<file path="src/rtl/muldiv_unit.sv">
// Iterative M-extension multiply/divide: radix-2 shift-add multiply and restoring divide.
// One op in flight; XLEN+1 (or WLEN+1 for W ops) cycles to done_o, 1 cycle on the fast path.
module muldiv_unit #(
   parameter  int XLEN = 64,
   localparam int WLEN = XLEN / 2
) (
   input  logic            clk,
   input  logic            reset,
   input  logic            valid_i,
   output logic            ready_o,
   input  logic [3:0]      op_i,
   input  logic [XLEN-1:0] srca_i,
   input  logic [XLEN-1:0] srcb_i,
   input  logic            flush_i,
   output logic            busy_o,
   output logic            done_o,
   output logic [XLEN-1:0] result_o
);

   localparam int CW = $clog2(XLEN);
   localparam logic [2:0] OP_MUL  = 3'd0;
   localparam logic [2:0] OP_DIV  = 3'd1;
   localparam logic [2:0] OP_DIVU = 3'd2;
   localparam logic [2:0] OP_REM  = 3'd3;
   localparam logic [2:0] OP_REMU = 3'd4;
   localparam logic [XLEN-1:0] MIN_X = {1'b1, {(XLEN-1){1'b0}}};
   localparam logic [WLEN-1:0] MIN_W = {1'b1, {(WLEN-1){1'b0}}};
   localparam logic [CW-1:0] LAST_X = CW'(XLEN - 1);
   localparam logic [CW-1:0] LAST_W = CW'(WLEN - 1);

   typedef enum logic [1:0] {S_IDLE, S_BUSY, S_DONE} state_t;

   function automatic logic [XLEN-1:0] sext_w(input logic [XLEN-1:0] x);
      return {{(XLEN-WLEN){x[WLEN-1]}}, x[WLEN-1:0]};
   endfunction

   function automatic logic [XLEN-1:0] zext_w(input logic [XLEN-1:0] x);
      return {{(XLEN-WLEN){1'b0}}, x[WLEN-1:0]};
   endfunction

   state_t            r_state;
   logic [CW-1:0]     r_cnt;
   logic              r_w;
   logic              r_is_div;
   logic              r_is_rem;
   logic              r_neg_q;
   logic              r_neg_r;
   logic [XLEN-1:0]   r_a;
   logic [XLEN-1:0]   r_b;
   logic [XLEN-1:0]   r_acc;
   logic [XLEN-1:0]   r_result;

   // Request decode and operand conditioning at accept.
   logic              w_in_w, w_in_signed, w_in_div, w_in_rem, w_in_rsvd;
   logic [XLEN-1:0]   w_a_ext, w_b_ext, w_a_abs, w_b_abs;
   logic              w_a_neg, w_b_neg, w_b_zero, w_ovf, w_fast;
   logic [XLEN-1:0]   w_fast_res;

   assign w_in_w      = op_i[3];
   assign w_in_signed = (op_i[2:0] == OP_DIV) || (op_i[2:0] == OP_REM);
   assign w_in_rem    = (op_i[2:0] == OP_REM) || (op_i[2:0] == OP_REMU);
   assign w_in_div    = (op_i[2:0] != OP_MUL) && (op_i[2:0] <= OP_REMU);
   assign w_in_rsvd   = (op_i[2:0] > OP_REMU);

   assign w_a_ext  = !w_in_w ? srca_i : (w_in_signed ? sext_w(srca_i) : zext_w(srca_i));
   assign w_b_ext  = !w_in_w ? srcb_i : (w_in_signed ? sext_w(srcb_i) : zext_w(srcb_i));
   assign w_a_neg  = w_in_signed && w_a_ext[XLEN-1];
   assign w_b_neg  = w_in_signed && w_b_ext[XLEN-1];
   assign w_a_abs  = w_a_neg ? -w_a_ext : w_a_ext;
   assign w_b_abs  = w_b_neg ? -w_b_ext : w_b_ext;
   assign w_b_zero = (w_b_ext == '0);
   assign w_ovf    = w_in_signed && (&w_b_ext) &&
                     (w_in_w ? (srca_i[WLEN-1:0] == MIN_W) : (srca_i == MIN_X));
   assign w_fast   = w_in_rsvd || (w_in_div && w_b_zero) || w_ovf;

   always_comb begin
      w_fast_res = '0;
      if (w_in_rsvd)
         w_fast_res = '0;
      else if (w_b_zero)
         w_fast_res = w_in_rem ? (w_in_w ? sext_w(srca_i) : srca_i) : '1;
      else if (w_ovf)
         w_fast_res = w_in_rem ? '0 : (w_in_w ? sext_w(srca_i) : srca_i);
   end

   // One iteration of each datapath; the divide shifts quotient bits into r_a as it drains.
   logic              w_top, w_qbit, w_last;
   logic [XLEN:0]     w_rsh, w_diff;
   logic [XLEN-1:0]   w_acc_div, w_a_div, w_acc_mul, w_q, w_r, w_raw, w_fin;

   assign w_top     = r_w ? r_a[WLEN-1] : r_a[XLEN-1];
   assign w_rsh     = {r_acc, w_top};
   assign w_diff    = w_rsh - {1'b0, r_b};
   assign w_qbit    = ~w_diff[XLEN];
   assign w_acc_div = w_qbit ? w_diff[XLEN-1:0] : w_rsh[XLEN-1:0];
   assign w_a_div   = {r_a[XLEN-2:0], w_qbit};
   assign w_acc_mul = r_acc + (r_b[0] ? r_a : '0);
   assign w_last    = (r_cnt == (r_w ? LAST_W : LAST_X));

   assign w_q   = r_neg_q ? -w_a_div : w_a_div;
   assign w_r   = r_neg_r ? -w_acc_div : w_acc_div;
   assign w_raw = !r_is_div ? w_acc_mul : (r_is_rem ? w_r : w_q);
   assign w_fin = r_w ? sext_w(w_raw) : w_raw;

   always_ff @(posedge clk or posedge reset) begin
      if (reset) begin
         r_state  <= S_IDLE;
         r_cnt    <= '0;
         r_w      <= 1'b0;
         r_is_div <= 1'b0;
         r_is_rem <= 1'b0;
         r_neg_q  <= 1'b0;
         r_neg_r  <= 1'b0;
         r_a      <= '0;
         r_b      <= '0;
         r_acc    <= '0;
         r_result <= '0;
      end else if (flush_i) begin
         r_state <= S_IDLE;
         r_cnt   <= '0;
      end else begin
         case (r_state)
            S_IDLE: if (valid_i) begin
               r_cnt    <= '0;
               r_w      <= w_in_w;
               r_is_div <= w_in_div;
               r_is_rem <= w_in_rem;
               r_neg_q  <= w_a_neg ^ w_b_neg;
               r_neg_r  <= w_a_neg;
               r_a      <= w_a_abs;
               r_b      <= w_b_abs;
               r_acc    <= '0;
               if (w_fast) begin
                  r_result <= w_fast_res;
                  r_state  <= S_DONE;
               end else begin
                  r_state  <= S_BUSY;
               end
            end
            S_BUSY: begin
               r_cnt <= r_cnt + 1'b1;
               if (r_is_div) begin
                  r_acc <= w_acc_div;
                  r_a   <= w_a_div;
               end else begin
                  r_acc <= w_acc_mul;
                  r_a   <= {r_a[XLEN-2:0], 1'b0};
                  r_b   <= {1'b0, r_b[XLEN-1:1]};
               end
               if (w_last) begin
                  r_result <= w_fin;
                  r_cnt    <= '0;
                  r_state  <= S_DONE;
               end
            end
            S_DONE:  r_state <= S_IDLE;
            default: r_state <= S_IDLE;
         endcase
      end
   end

   assign ready_o  = (r_state == S_IDLE);
   assign busy_o   = (r_state != S_IDLE);
   assign done_o   = (r_state == S_DONE);
   assign result_o = r_result;

endmodule
</file>
<file path="config.mk">
export PLATFORM = sky130hd
export DESIGN_NAME = muldiv_unit
export DESIGN_NICKNAME = d
export VERILOG_FILES = /design/src/rtl/muldiv_unit.sv
export SDC_FILE = /design/constraint.sdc
export NUM_CORES = 2
export LEC_CHECK = 0
export CORE_UTILIZATION = 60
export DETAILED_ROUTE_END_ITERATION = 7
export PLACE_DENSITY = 0.81
export SLEW_MARGIN = 15
export SYNTH_ARGS = -nofsm -noshare
export SYNTH_HDL_FRONTEND = slang
export SYNTH_SLANG_ARGS = --single-unit
</file>
<file path="constraint.sdc">
create_clock -name clk -period 12.1 [get_ports clk]
set_input_delay 2.42 -clock clk [delete_from_list [all_inputs] [get_ports clk]]
set_output_delay 2.42 -clock clk [all_outputs]
set_load 0.005 [all_outputs]
</file>
# Word level (Yosys, flattened, before mapping)
# Index checks and enable logic that the tools add are counted.
[word_totals] inputBits=136 out_inout_bits=67 ff_bits=269
[classes] add_sub_neg=7 n_reduce_logical=23 eq_ne=14 order_cmp=2 n_bitwise=3 mux=44
[op_table] op="$mux W64" count=27
[op_table] op="$pmux W64 S2" count=4
[op_table] op="$neg A64 Y64" count=4
[op_table] op="$sub A65 B64 Y65" count=1
[op_table] op="$add A64 B64 Y64" count=1
[op_table] op="$eq A64 B64 Y1 const B" count=1
[op_table] op="$logic_not A64 Y1" count=1
[op_table] op="$reduce_and A64 Y1" count=1
[op_table] op="$eq A32 B32 Y1 const B" count=1
[op_table] op="$mux W6" count=4
[op_table] op="$pmux W6 S2" count=1
[op_table] op="$mux W2" count=4
[op_table] op="$add A6 B1 Y6 const B" count=1
[op_table] op="$eq A6 B6 Y1" count=1
[op_table] op="$logic_and A1 B1 Y1" count=6
[op_table] op="$ne A2 B2 Y1 const B" count=3
[op_table] op="$reduce_and A3 Y1" count=2
[op_table] op="$reduce_bool A3 Y1" count=2
[op_table] op="$reduce_and A5 Y1" count=1
[op_table] op="$logic_or A1 B1 Y1" count=4
[op_table] op="$pmux W2 S2" count=1
[op_table] op="$reduce_and A2 Y1" count=2
[op_table] op="$reduce_and A4 Y1" count=1
[op_table] op="$reduce_bool A2 Y1" count=2
[op_table] op="14 further kinds" count=17

# Depth between registers and ports, before layout
[logic_depth] word_depth=13 mapped_depth=31

# Worst setup path before layout
# OpenSTA, ideal clock, no wires.
[synth_timing] path_kind="flip-flop to flip-flop" startpoint="register r_w" endpoint="register r_result[58], in the netlist result_o[58]" n_path_buf=4 setup_slack_ps=5495 path_stages_with_launch=29 arrival_ps=6522 setup_time_ps=82 synth_period_minus_slack_ps=6605 cell_sequence="dfrtp_1 -> mux2_2 -> inv_1 -> ha_1 -> fa_1 -> nand2b_1 -> a211oi_2 -> o21ai_2 -> o21ai_2 -> a311o_4 -> o31ai_4 -> nor2_8 -> buf_2 -> buf_2 -> buf_2 -> buf_1 -> a21oi_1 -> inv_1 -> ha_1 -> nand2_1 -> nor4b_1 -> nand2_1 -> o41a_1 -> nor4_2 -> nand3b_1 -> o41ai_2 -> xor2_1 -> o21ai_1 -> o22ai_1"
[synth_via] elab_chain_len=10 elab_cells_between_ends=17 cone_classes="3 x add/sub; 2 x eq/ne; 10 x mux; 1 x bitwise; 1 x reduce/logical"
[synth_lines] element="from (decl)" line="43" rtl="logic r_w;"
[synth_lines] element="from (signal assigned)" line="125" rtl="r_w <= w_in_w;"
[synth_lines] element="$mux W1" line="91" rtl="assign w_top = r_w ? r_a[WLEN-1] : r_a[XLEN-1];"
[synth_lines] element="$sub A65 B64 Y65" line="93" rtl="assign w_diff = w_rsh - {1'b0, r_b};"
[synth_lines] element="$mux W64 or $not A1 Y1 (tied branches)" line="95, 94"
[synth_lines] element="$neg A64 Y64, on equally long branches" line="101, 100"
[synth_lines] element="$mux W64, on equally long branches" line="101, 100"
[synth_lines] element="$mux W64 (2 in a row)" line="102" rtl="assign w_raw = !r_is_div ? w_acc_mul : (r_is_rem ? w_r : w_q);"
[synth_lines] element="$mux W64" line="103" rtl="assign w_fin = r_w ? sext_w(w_raw) : w_raw;"
[synth_lines] element="$mux W64" line="150" rtl="if (w_last) begin"
[synth_lines] element="$pmux W64 S2" line="122" rtl="case (r_state)"
[synth_lines] element="to (signal assigned)" line="134" rtl="r_result <= w_fast_res;"
[synth_lines] element="to (signal assigned)" line="151" rtl="r_result <= w_fin;"
[synth_lines] element="to (decl)" line="51" rtl="logic [XLEN-1:0] r_result;"
# Parallel ways exist; a longest one is shown, timed or not. The select of a mux whose other input is x is not followed.
# A chain may end at the register's enable or synchronous reset.

# Worst setup path after layout
[layout_timing] startpoint="register r_w" endpoint="register r_result[52], in the netlist result_o[52]"
# Same word-level chain as after synthesis.

==> summary.txt <==
Run status
  – Status: finished, final reports clean

Logic synthesis
  – Xor-xnor portion of the synthesized cell area: 8.41%
  – Proportion of synthesized area in mux cells: 2.58%
  – Ys Warns: 0
  – Post-synthesis compound-gate area fraction: 31.5%
  – Mapped Avg Cell Area: 7.12 um2
  – Synth cell types: 99
  – Simple-gate share of the synthesized area: 24.5%
  – Synth top area cells: dfrtp_1, o21ai_0, a21oi_1, nand2_1, ha_1
  – Post-synth EDFFs: 0
  – Post-synthesis adder-cell area fraction: 5.65%
  – Largest family of logic cells by synthesized area: compound AO/OA/AOI/OAI gates
  – Post-Syn Instances: 4,269
  – Top cell type by total area after synthesis: dfrtp_1
  – Syn_nets: 4,541
  – Seq cells post-synth: 269
  – Sequential fraction of the synthesis area: 22.1%
  – Dominant synthesized flop cell: dfrtp_1
  – Fraction of registers with async set/reset: 100%
  – Mapped cell area: 30,400 um2
  – Top cell type's share of synthesized area: 22.1%

Timing
  – Post-route minimum period: 8.26 ns
  – Unrepaired setup endpoints after global routing: false
  – Final period util: 68.2%
  – Fmax: 0.121 GHz
  – Final worst setup slack: 3.84 ns
  – Final setup TNS: 0 ns
  – Final Setup Violations: 0
  – Slew @ Worst Pin: 1.28 ns
  – Max_slew headroom: 14.2%
  – Final hold violation count: 0
  – Final Max Tran Viols: 0
  – Clock skew: 0.0338 ns

Clock network
  – Post-CTS sizing: 0
  – CTS tree: yes
  – Worst skew pair latency: 0.58 ns
  – Clock root cell: clkbuf_16
  – Clock transition at path regs: 0.06 ns
  – CTS Buf Count: 34
  – Sink Count: 269
  – Hold buffers post-CTS: 0
  – Post-CTS Setup Inserts: 0
  – Clk buf depth: 3
  – Htree depth: 2

Setup path
  – Critical Path Fanout Max: 63
  – Top cell by count, worst path: buf_4
  – Worst r2r src: r_w
  – Crit path max-delay family: compound AO/OA/AOI/OAI gates
  – Worst path max stage delay: 0.72 ns
  – WS Path Type: flop to flop
  – CP startpoint kind: flop
  – Crit path max-delay cell type: a2111oi_0
  – CP Capture Type: flop
  – Worst Setup SP: r_w
  – WP data arrival: 8.69 ns
  – Critical Path RT: 12.53 ns
  – Buf/Inv on CP: 5

Drt
  – Via count: 35,500
  – Via density: 7.10
  – Initial DRC count: 5,713
  – DRT Wirelength: 132 mm
  – DR WL/cell: 26.4 um
  – First-pass DRT Iterations: 8
  – Drt drc: 0
  – Antenna Violating Nets Remaining: 0

Floorplan
  – Core ar.: 50,100 um2
  – Rows: 82
  – I/O pin count: 203
  – Die area: 51,600 um2
  – Die Ht: 227 um
  – Initial Util: 60.7%
  – Die X-Extent: 227 um

Placement
  – Post-Place Setup Slack: 4.16 ns
  – Routability cong.: 1.05
  – HPWL after DPL: 98.9 mm
  – IO buf count: 202

Power and ir drop
  – Max IR drop VDD: 0.205 mV
  – Net Switching: 5.08 mW
  – Clock Power Share: 12.0%
  – Sequential fraction of design power: 19.5%
  – Lkg Pwr: 13.7 nW
  – Sw frac: 56.7%
  – Logic pwr share: 68.5%
  – Ratio of total power to cell area: 265 nW/um2
  – Cell Int Power: 3.89 mW

Global route
  – Tot GR Track Use: 50.0%
  – First-pass GRT wire length: 195 mm
  – Vias in the first global route: 31,200
  – Antenna violations before repair: 7
  – Largest net degree at the start of global routing: 151
  – Gr ovfl total: 0

Finish
  – Area growth, synth to finish: 11.3%
  – Fin nets: 4,570
  – Most common cell after layout, fill and taps aside: nand2_1
  – Layout cells sized above 1: 4.19%
  – Most frequent cells in the layout: nand2_1, nor2_1, o21ai_0, a21oi_1, dfrtp_1

Run
  – Max cap viols: 0

Hold path
  – Min-delay src: result_o[25]
  – Hold/Removal Path Class: flop to flop
==> registers in the layout (all words and copies together) (netlist names) <==
name and count:
r_a 64, r_acc 64, r_b 64, r_cnt 6, r_is_div 1, r_is_rem 1, r_neg_q 1, r_neg_r 1
r_state 2, r_w 1, result_o 64
==> power groups by stage <==
| stage | combinational, mW | sequential (mW) | clock [mW] |
|---|---|---|---|
| floorplan | 4.02 | 1.48 | 0 |
| global placement | 5.74 | 1.70 | 0 |
| detailed placement | 5.76 | 1.71 | 0 |
| CTS | 5.80 | 1.70 | 1.07 |
| global route | 6.53 | 1.76 | 1.10 |
| finish | 6.15 | 1.75 | 1.08 |
==> synthesized netlist by cell type, types with 12 or more instances <==
cell type,number
and3_1,26
xnor2_1,168
o21a_1,24
o31ai_1,76
buf_2,35
nor4_1,49
o41ai_1,20
nand2_1,477
ha_1,134
a211o_1,13
or3_1,50
nand3_1,74
nor2b_1,27
a21oi_1,427
mux2i_1,67
inv_1,141
o21ai_0,437
o22ai_1,21
or4_1,32
nor3_1,102
nand4_1,75
o21bai_1,24
dfrtp_1,269
a221oi_1,22
nor2_1,446
and2_1,76
a211oi_1,62
nor4b_1,14
o311ai_0,13
a21o_1,63
xor2_1,124
a2111oi_0,12
a31oi_1,67
clkbuf_1,191
or2_2,15
nand2b_1,31
o21ai_1,22
a22o_1,24
buf_1,32
o211ai_1,97
==> routing by layer <==
layer | up-vias | global-route usage (%) | routed length [um]
met3 | 425 | 20.2 | 22000
met5 | - | 0 | 77
li1 | 15800 | - | -
met4 | 14 | 26.5 | 8080
met1 | 16500 | 68.7 | 51400
met2 | 2825 | 66.1 | 50500
==> area by class of cell <==
class | instances | area, um2
Antenna cell | 1 | 2.50
Clock buffer | 50 | 1030
Clock inverter | 11 | 108
Fill cell | 4493 | 16200
Inverter | 145 | 554
Multi-Input combinational cell | 3594 | 22200
Sequential cell | 269 | 6740
Tap cell | 672 | 841
Timing Repair Buffer | 254 | 2420
==> cell families (layout without fill, tap and decap cells) <==
logic type      Yosys count  in the layout
simple gates           1553           1553
compound gates         1536           1536
buf+inv                 406            460
xor+xnor                292            292
flops                   269            269
fa+ha+maj               136            136
mux                      77             77
other cells               0              1
==> metrics by stage <==
step           instance area, um2  total power [mW]  utilization, %  std cells  hold slack (ns)
3_3_place_gp                32700              7.44            65.3       4934            0.482
6_report                    33800              8.97            67.6       4996            0.498
3_5_place_dp                32700              7.46            65.3       4934            0.479
2_1_floorplan               30400              5.50               -       4269            0.470
4_1_cts                     33800              8.57            67.6       4995            0.501
5_1_grt                     33800              9.38            67.6       4995            0.514
==> path summary, 6_finish.rpt <==
path	to	slack, ns	cells past startpoint
worst max register to register	result_o[52]	3.84	26
max in group asynchronous	r_is_div	8.26	3
worst min register to register	result_o[25]	0.50	1
worst min-delay path	result_o[25]	0.50	1
worst max-delay path	result_o[52]	3.84	26
min in group asynchronous	r_b[3]	2.32	2
No activity file was read; power rests on OpenSTA's default activity.
